`src/rtl/uart_cmd_pkg.sv`:
```
// ---------------------------------------------------------------------------
// uart_cmd_pkg
// Shared types and constants for the UART command dispatcher.
//   state_t   : receiver / dispatcher FSM states
//   *_LSB     : bit positions of the fields inside a command byte
//               [1:0] value, [3:2] channel select, [7:4] header
//   hdr_match : compares the header field of a byte against a header value
// ---------------------------------------------------------------------------
package uart_cmd_pkg;

   typedef enum logic [2:0] {
      IDLE  = 3'd0,
      START = 3'd1,
      DATA  = 3'd2,
      STOP  = 3'd3,
      APPLY = 3'd4
   } state_t;

   localparam int VAL_LSB = 0;
   localparam int SEL_LSB = 2;
   localparam int HDR_LSB = 4;
   localparam int FIELD_W = 2;
   localparam int HDR_W   = 4;
   localparam int NUM_CH  = 4;

   function automatic logic hdr_match(input logic [7:0] cmd, input logic [HDR_W-1:0] hdr);
      return cmd[HDR_LSB +: HDR_W] == hdr;
   endfunction

endpackage

```
`src/rtl/uart_rx_core.sv`:
```
// ---------------------------------------------------------------------------
// uart_rx_core
// 8N1 UART receiver: 2-FF synchronizer, start/data/stop sequencing and the
// byte shift register.
// Ports:
//   clk        in   system clock
//   rst        in   synchronous active-high reset
//   rx         in   asynchronous UART line, idle high
//   byte_valid out  1-cycle strobe, stop bit sampled high; byte_data valid
//   byte_data  out  received byte (LSB received first)
//   frame_err  out  1-cycle strobe, stop bit sampled low
// byte_valid / frame_err are asserted in the cycle leading up to the stop
// sample edge, so a consumer registering them sees the result at that edge.
// ---------------------------------------------------------------------------
module uart_rx_core
   import uart_cmd_pkg::*;
#(
   parameter int CLKS_PER_BIT = 5208
) (
   input  logic       clk,
   input  logic       rst,
   input  logic       rx,
   output logic       byte_valid,
   output logic [7:0] byte_data,
   output logic       frame_err
);

   localparam int CNT_W = $clog2(CLKS_PER_BIT);
   localparam int HALF  = CLKS_PER_BIT / 2;
   localparam logic [CNT_W-1:0] HALF_LAST = CNT_W'(HALF - 1);
   localparam logic [CNT_W-1:0] BIT_LAST  = CNT_W'(CLKS_PER_BIT - 1);

   logic [1:0]       sync_reg;
   logic             rx_prev_reg;
   logic             rx_sync;
   state_t           state_reg, state_next;
   logic [CNT_W-1:0] cnt_reg, cnt_next;
   logic [2:0]       bit_cnt_reg, bit_cnt_next;
   logic [7:0]       shift_reg, shift_next;

   assign rx_sync   = sync_reg[1];
   assign byte_data = shift_reg;

   always_ff @(posedge clk) begin
      if (rst) begin
         sync_reg    <= 2'b11;
         rx_prev_reg <= 1'b1;
         state_reg   <= IDLE;
         cnt_reg     <= '0;
         bit_cnt_reg <= '0;
         shift_reg   <= '0;
      end else begin
         sync_reg    <= {sync_reg[0], rx};
         // Delayed copy of the synchronized line; tracked in every state so a
         // start bit directly after a stop bit is still seen as a falling edge.
         rx_prev_reg <= rx_sync;
         state_reg   <= state_next;
         cnt_reg     <= cnt_next;
         bit_cnt_reg <= bit_cnt_next;
         shift_reg   <= shift_next;
      end
   end

   always_comb begin
      state_next   = state_reg;
      cnt_next     = cnt_reg;
      bit_cnt_next = bit_cnt_reg;
      shift_next   = shift_reg;
      byte_valid   = 1'b0;
      frame_err    = 1'b0;
      case (state_reg)
         IDLE: begin
            cnt_next     = '0;
            bit_cnt_next = '0;
            if (rx_prev_reg && !rx_sync) begin
               state_next = START;
            end
         end
         START: begin
            // Half a bit in, the line must still be low or it was a glitch.
            if (cnt_reg == HALF_LAST) begin
               cnt_next   = '0;
               state_next = rx_sync ? IDLE : DATA;
            end else begin
               cnt_next = cnt_reg + 1'b1;
            end
         end
         DATA: begin
            if (cnt_reg == BIT_LAST) begin
               cnt_next     = '0;
               shift_next   = {rx_sync, shift_reg[7:1]};
               bit_cnt_next = bit_cnt_reg + 1'b1;
               if (bit_cnt_reg == 3'd7) begin
                  state_next = STOP;
               end
            end else begin
               cnt_next = cnt_reg + 1'b1;
            end
         end
         STOP: begin
            // Leave at mid stop bit so the rest of the bit time is free for
            // the dispatcher and the next start edge.
            if (cnt_reg == BIT_LAST) begin
               cnt_next   = '0;
               state_next = IDLE;
               if (rx_sync) begin
                  byte_valid = 1'b1;
               end else begin
                  frame_err = 1'b1;
               end
            end else begin
               cnt_next = cnt_reg + 1'b1;
            end
         end
         default: begin
            state_next = IDLE;
            cnt_next   = '0;
         end
      endcase
   end

endmodule

```
`src/rtl/uart_cmd_demux.sv`:
```
// ---------------------------------------------------------------------------
// uart_cmd_demux
// Receives 8N1 command bytes and writes the 2-bit value field into one of
// four held 2-bit channels chosen by the 2-bit select field.
// Ports:
//   clk       in   system clock
//   rst       in   synchronous active-high reset
//   rx        in   asynchronous UART line, idle high
//   aa..dd    out  channel 0..3 values (held between commands)
//   upd       out  1-cycle strobe, bit n high when channel n is written
//   frame_err out  1-cycle pulse, stop bit sampled low
//   hdr_err   out  1-cycle pulse, well-framed byte with wrong header
// ---------------------------------------------------------------------------
module uart_cmd_demux
   import uart_cmd_pkg::*;
#(
   parameter int         CLKS_PER_BIT = 5208,
   parameter logic [3:0] HEADER       = 4'hA
) (
   input  logic       clk,
   input  logic       rst,
   input  logic       rx,
   output logic [1:0] aa,
   output logic [1:0] bb,
   output logic [1:0] cc,
   output logic [1:0] dd,
   output logic [3:0] upd,
   output logic       frame_err,
   output logic       hdr_err
);

   logic         byte_valid;
   logic [7:0]   byte_data;
   logic         rx_frame_err;

   state_t       state_reg, state_next;
   logic [1:0]   pend_sel_reg, pend_sel_next;
   logic [1:0]   pend_val_reg, pend_val_next;
   logic [1:0]   ch_reg [NUM_CH];
   logic [3:0]   wr_en;
   logic [3:0]   upd_reg;
   logic         frame_err_reg;
   logic         hdr_err_reg, hdr_err_next;

   uart_rx_core #(
      .CLKS_PER_BIT(CLKS_PER_BIT)
   ) u_rx (
      .clk       (clk),
      .rst       (rst),
      .rx        (rx),
      .byte_valid(byte_valid),
      .byte_data (byte_data),
      .frame_err (rx_frame_err)
   );

   // One write enable per channel; only the selected one fires during APPLY.
   genvar gi;
   generate
      for (gi = 0; gi < NUM_CH; gi++) begin : g_wr
         assign wr_en[gi] = (state_reg == APPLY) && (pend_sel_reg == 2'(gi));
      end
   endgenerate

   always_comb begin
      state_next    = state_reg;
      pend_sel_next = pend_sel_reg;
      pend_val_next = pend_val_reg;
      hdr_err_next  = 1'b0;
      case (state_reg)
         IDLE: begin
            if (byte_valid) begin
               if (hdr_match(byte_data, HEADER)) begin
                  state_next    = APPLY;
                  pend_sel_next = byte_data[SEL_LSB +: FIELD_W];
                  pend_val_next = byte_data[VAL_LSB +: FIELD_W];
               end else begin
                  hdr_err_next = 1'b1;
               end
            end
         end
         APPLY: begin
            state_next = IDLE;
         end
         default: begin
            state_next = IDLE;
         end
      endcase
   end

   always_ff @(posedge clk) begin
      if (rst) begin
         state_reg     <= IDLE;
         pend_sel_reg  <= '0;
         pend_val_reg  <= '0;
         upd_reg       <= '0;
         frame_err_reg <= 1'b0;
         hdr_err_reg   <= 1'b0;
         for (int i = 0; i < NUM_CH; i++) begin
            ch_reg[i] <= '0;
         end
      end else begin
         state_reg     <= state_next;
         pend_sel_reg  <= pend_sel_next;
         pend_val_reg  <= pend_val_next;
         upd_reg       <= wr_en;
         frame_err_reg <= rx_frame_err;
         hdr_err_reg   <= hdr_err_next;
         for (int i = 0; i < NUM_CH; i++) begin
            if (wr_en[i]) begin
               ch_reg[i] <= pend_val_reg;
            end
         end
      end
   end

   assign aa        = ch_reg[0];
   assign bb        = ch_reg[1];
   assign cc        = ch_reg[2];
   assign dd        = ch_reg[3];
   assign upd       = upd_reg;
   assign frame_err = frame_err_reg;
   assign hdr_err   = hdr_err_reg;

endmodule

```
`config.mk`:
```
export PLATFORM = sky130hd
export DESIGN_NAME = uart_cmd_demux
export DESIGN_NICKNAME = d
export VERILOG_FILES = /design/src/rtl/uart_cmd_pkg.sv /design/src/rtl/uart_rx_core.sv /design/src/rtl/uart_cmd_demux.sv
export SDC_FILE = /design/constraint.sdc
export NUM_CORES = 1
export LEC_CHECK = 0
export BUFFER_PORTS_ARGS = -buffer_cell sky130_fd_sc_hd__buf_2
export CORE_ASPECT_RATIO = 0.7
export CORE_MARGIN = 2
export CORE_UTILIZATION = 45
export CTS_BUF_LIST = sky130_fd_sc_hd__clkbuf_8
export DETAILED_ROUTE_END_ITERATION = 8
export GPL_TIMING_DRIVEN = 0
export SLEW_MARGIN = 15
export SYNTH_ARGS = -nofsm -noshare
export SYNTH_HDL_FRONTEND = slang
export SYNTH_SLANG_ARGS = --single-unit
```
`constraint.sdc`:
```
create_clock -name clk -period 2.2 [get_ports clk]
set_clock_uncertainty 0.05 [all_clocks]
set_input_delay 0.22 -clock clk [delete_from_list [all_inputs] [get_ports clk]]
set_output_delay 0.22 -clock clk [all_outputs]
set_load 0.02 [all_outputs]
```
==> results.py <==
metrics = {
    "timing": {
        "hold_viol": 0,
        "grt_setup_unrepaired": "no",
        "period_minus_slack_ns": 1.914,
        "setup_viol": 0,
        "fin_crit_sh_pct": 87.01,
        "slew_headroom_pct": 53.59,
        "slew_viol_final": 0,
        "finalSetupTns_ns": 0,
        "tightest_slew_ns": 0.6868,
        "timing.fmax_ghz": 0.5224,
    },
    "critical_path": {
        "crit_type": "flip-flop to flip-flop",
        "slowest_delay_ns": 0.40,
        "crit_fanout": 10,
        "critPathTopFamily": "simple AND/OR/NAND/NOR gates",
        "end_kind": "flip-flop",
        "crit_chain": "ha_1 > and4b_1 > nand4_2 > buf_2 > o21ai_0 > a21oi_1",
        "slowest_stage": "dfxtp_1",
        "worstPathRequired_ns": 2.33,
        "cp-start-kind": "flip-flop",
        "arrival_ns": 2.05,
        "worst-path-buf-inv": 1,
    },
    "global_route": {
        "antenna_found_initial": 0,
        "grt_max_degree": 16,
        "met3_usage_pct": 4.558,
        "busiest_layer": "met1",
        "grt_pass1_vias": 1350,
        "gr-usage-met1_pct": 28.43,
        "grt_first_pass_wirelength_mm": 6.969,
        "gr-usage-met2_pct": 23.36,
        "track_usage_pct": 17.98,
        "overflow": 0,
    },
    "yosys": {
        "yosysSeqAreaShare_pct": 51.20,
        "synthArstFlopShare_pct": 0,
        "ys_warn_count": 0,
        "synth_edf_count": 8,
        "synth.distinct_cells": 41,
        "synth-seq-cells": 48,
        "synthFlopType": "dfxtp_1",
        "synth_area_sq_mm": 0.002033,
        "synth_top_area_share_pct": 39.38,
        "synth_commonest_cells": "40 x dfxtp_1, 20 x nor2_1, 17 x nand3_1, 16 x a21oi_1, 12 x o21ai_0",
        "netlist_instances": 211,
        "avgSynthCellArea_sq_um": 9.636,
        "yosysMostFrequentCell": "dfxtp_1",
        "synthesis.nets": 217,
        "ys_top_cells_by_area": "dfxtp_1 39%, edfxtp_1 12%, nand3_1 4.2%",
        "yosysTopAreaCell": "dfxtp_1",
    },
    "clocking": {
        "cts.clk_slew.worst_paths_ns": 0.09,
        "post_cts_resized": 0,
        "postCtsSetupBuffers": 0,
        "clockRootBuffer": "clkbuf_8",
        "clock_latency_ns": 0.30,
        "cts_tree": "done",
        "cts_buffers": 5,
        "hold_buffers": 0,
        "htree_levels": 2,
        "cts.sink_count": 48,
        "clockBufferDepth": 2,
    },
    "floorplanning": {
        "die_w_microns": 84.34,
        "ios": 17,
        "core_sq_mm": 0.004354,
        "num_rows": 20,
        "start_util_pct": 46.70,
        "die-height_microns": 60.24,
        "die_area_sq_mm": 0.005081,
    },
    "route": {
        "ant_nets": 0,
        "routedWlPerCell_microns": 14.57,
        "dr.pass1.iters": 4,
        "wirelength_mm": 4.211,
        "viasPerCell": 5.343,
        "drc": 0,
        "vias": 1544,
        "drtIter0Drc": 105,
    },
    "placed_design": {
        "portBuffers": 15,
        "routabilityCongestion": 0.7748,
        "dp_hpwl_mm": 3.010,
    },
    "layout": {
        "nets": 239,
        "n_antenna_cell": 0,
        "largest_reg_flops": 13,
        "drive_gt1_share_pct": 16.24,
        "syn_to_final_growth_pct": 14.89,
    },
    "power": {
        "p_leak_nw": 0.7767,
        "irDropWorstVdd_mv": 0.4502,
        "power_density_mw_per_mm2": 781.0,
        "power.total_mw": 1.824,
    },
    "run": {
        "maxCapViolations": 0,
    },
    "hold_path": {
        "min-delay-path-class": "input port to flip-flop",
    },
    "outcome": {
        "status": "finished, final reports clean",
    },
}
-- power breakdown --
group          leakage, nW  switching, mW  internal [mW]
combinational        0.300         0.0324         0.0164
clock               0.0784          0.300          0.568
sequential           0.399        0.00570          0.901
-- layer usage --
metal	vias to the layer above	routed length, microns
met5	-	0
met4	0	46
met3	7	257
met2	42	1591
met1	705	2315
li1	790	-
-- final timing paths --
check	startpoint	depth (start not counted)	endpoint	slack [ns]
setup / recovery	u_rx.cnt_reg[0]	6	pend_sel_reg[0]	0.29
hold / removal	rx	2	u_rx.sync_reg[0]	0.04
setup reg to reg	u_rx.cnt_reg[0]	6	pend_sel_reg[0]	0.29
hold reg to reg	u_rx.sync_reg[0]	1	u_rx.sync_reg[1]	0.37
-- placed cells by master (no fill, tap or decap), types with 4 or more instances in the layout --
cell / count
a21oi_1: 16
clkbuf_8: 5
dfxtp_1: 40
xnor2_1: 9
o21bai_1: 4
clkbuf_1: 5
o21ai_0: 12
nor2b_1: 6
nand2b_1: 4
nand2_1: 9
nor2_1: 20
edfxtp_1: 8
nand3_1: 17
and2_1: 10
buf_2: 17
nor3_1: 6
nand4_1: 8
-- per-stage QoR --
stage / worst slack [ns] / instance area, sq um / instances / utilization (%) / hold WS [ns]
final: 0.2859 / 2336 / 289 / 53.65 / 0.03689
after global routing: 0.07835 / 2336 / 289 / 53.65 / 0.03461
after CTS: 0.2551 / 2336 / 289 / 53.65 / 0.03058
after detailed placement: 0.2710 / 2177 / 281 / 50.00 / 0.3436
after global placement: 0.3233 / 2177 / 281 / 50.00 / 0.3433
after floorplan: 0.5836 / 2033 / 211 / - / 0.2738
-- cell families after synthesis --
kind of cell / synth area share [%]
and+or+nand+nor: 28.06
xor gates and xnor gates: 4.739
adders and majority gates: 1.846
AOI/OAI and AO/OA: 11.08
buffers and inverters: 3.077
DFF: 51.20
-- layout make-up --
class	count	area [sq um]
buffer	10	51.30
clock buffer	5	68.82
clock inverter	3	90.09
fill	435	2018
inverter	3	11.26
multi-input combinational	150	929.6
sequential	48	1041
tap	55	68.82
timing repair buffer	15	75.07
Note: power is estimated with default switching activity, not from simulation.
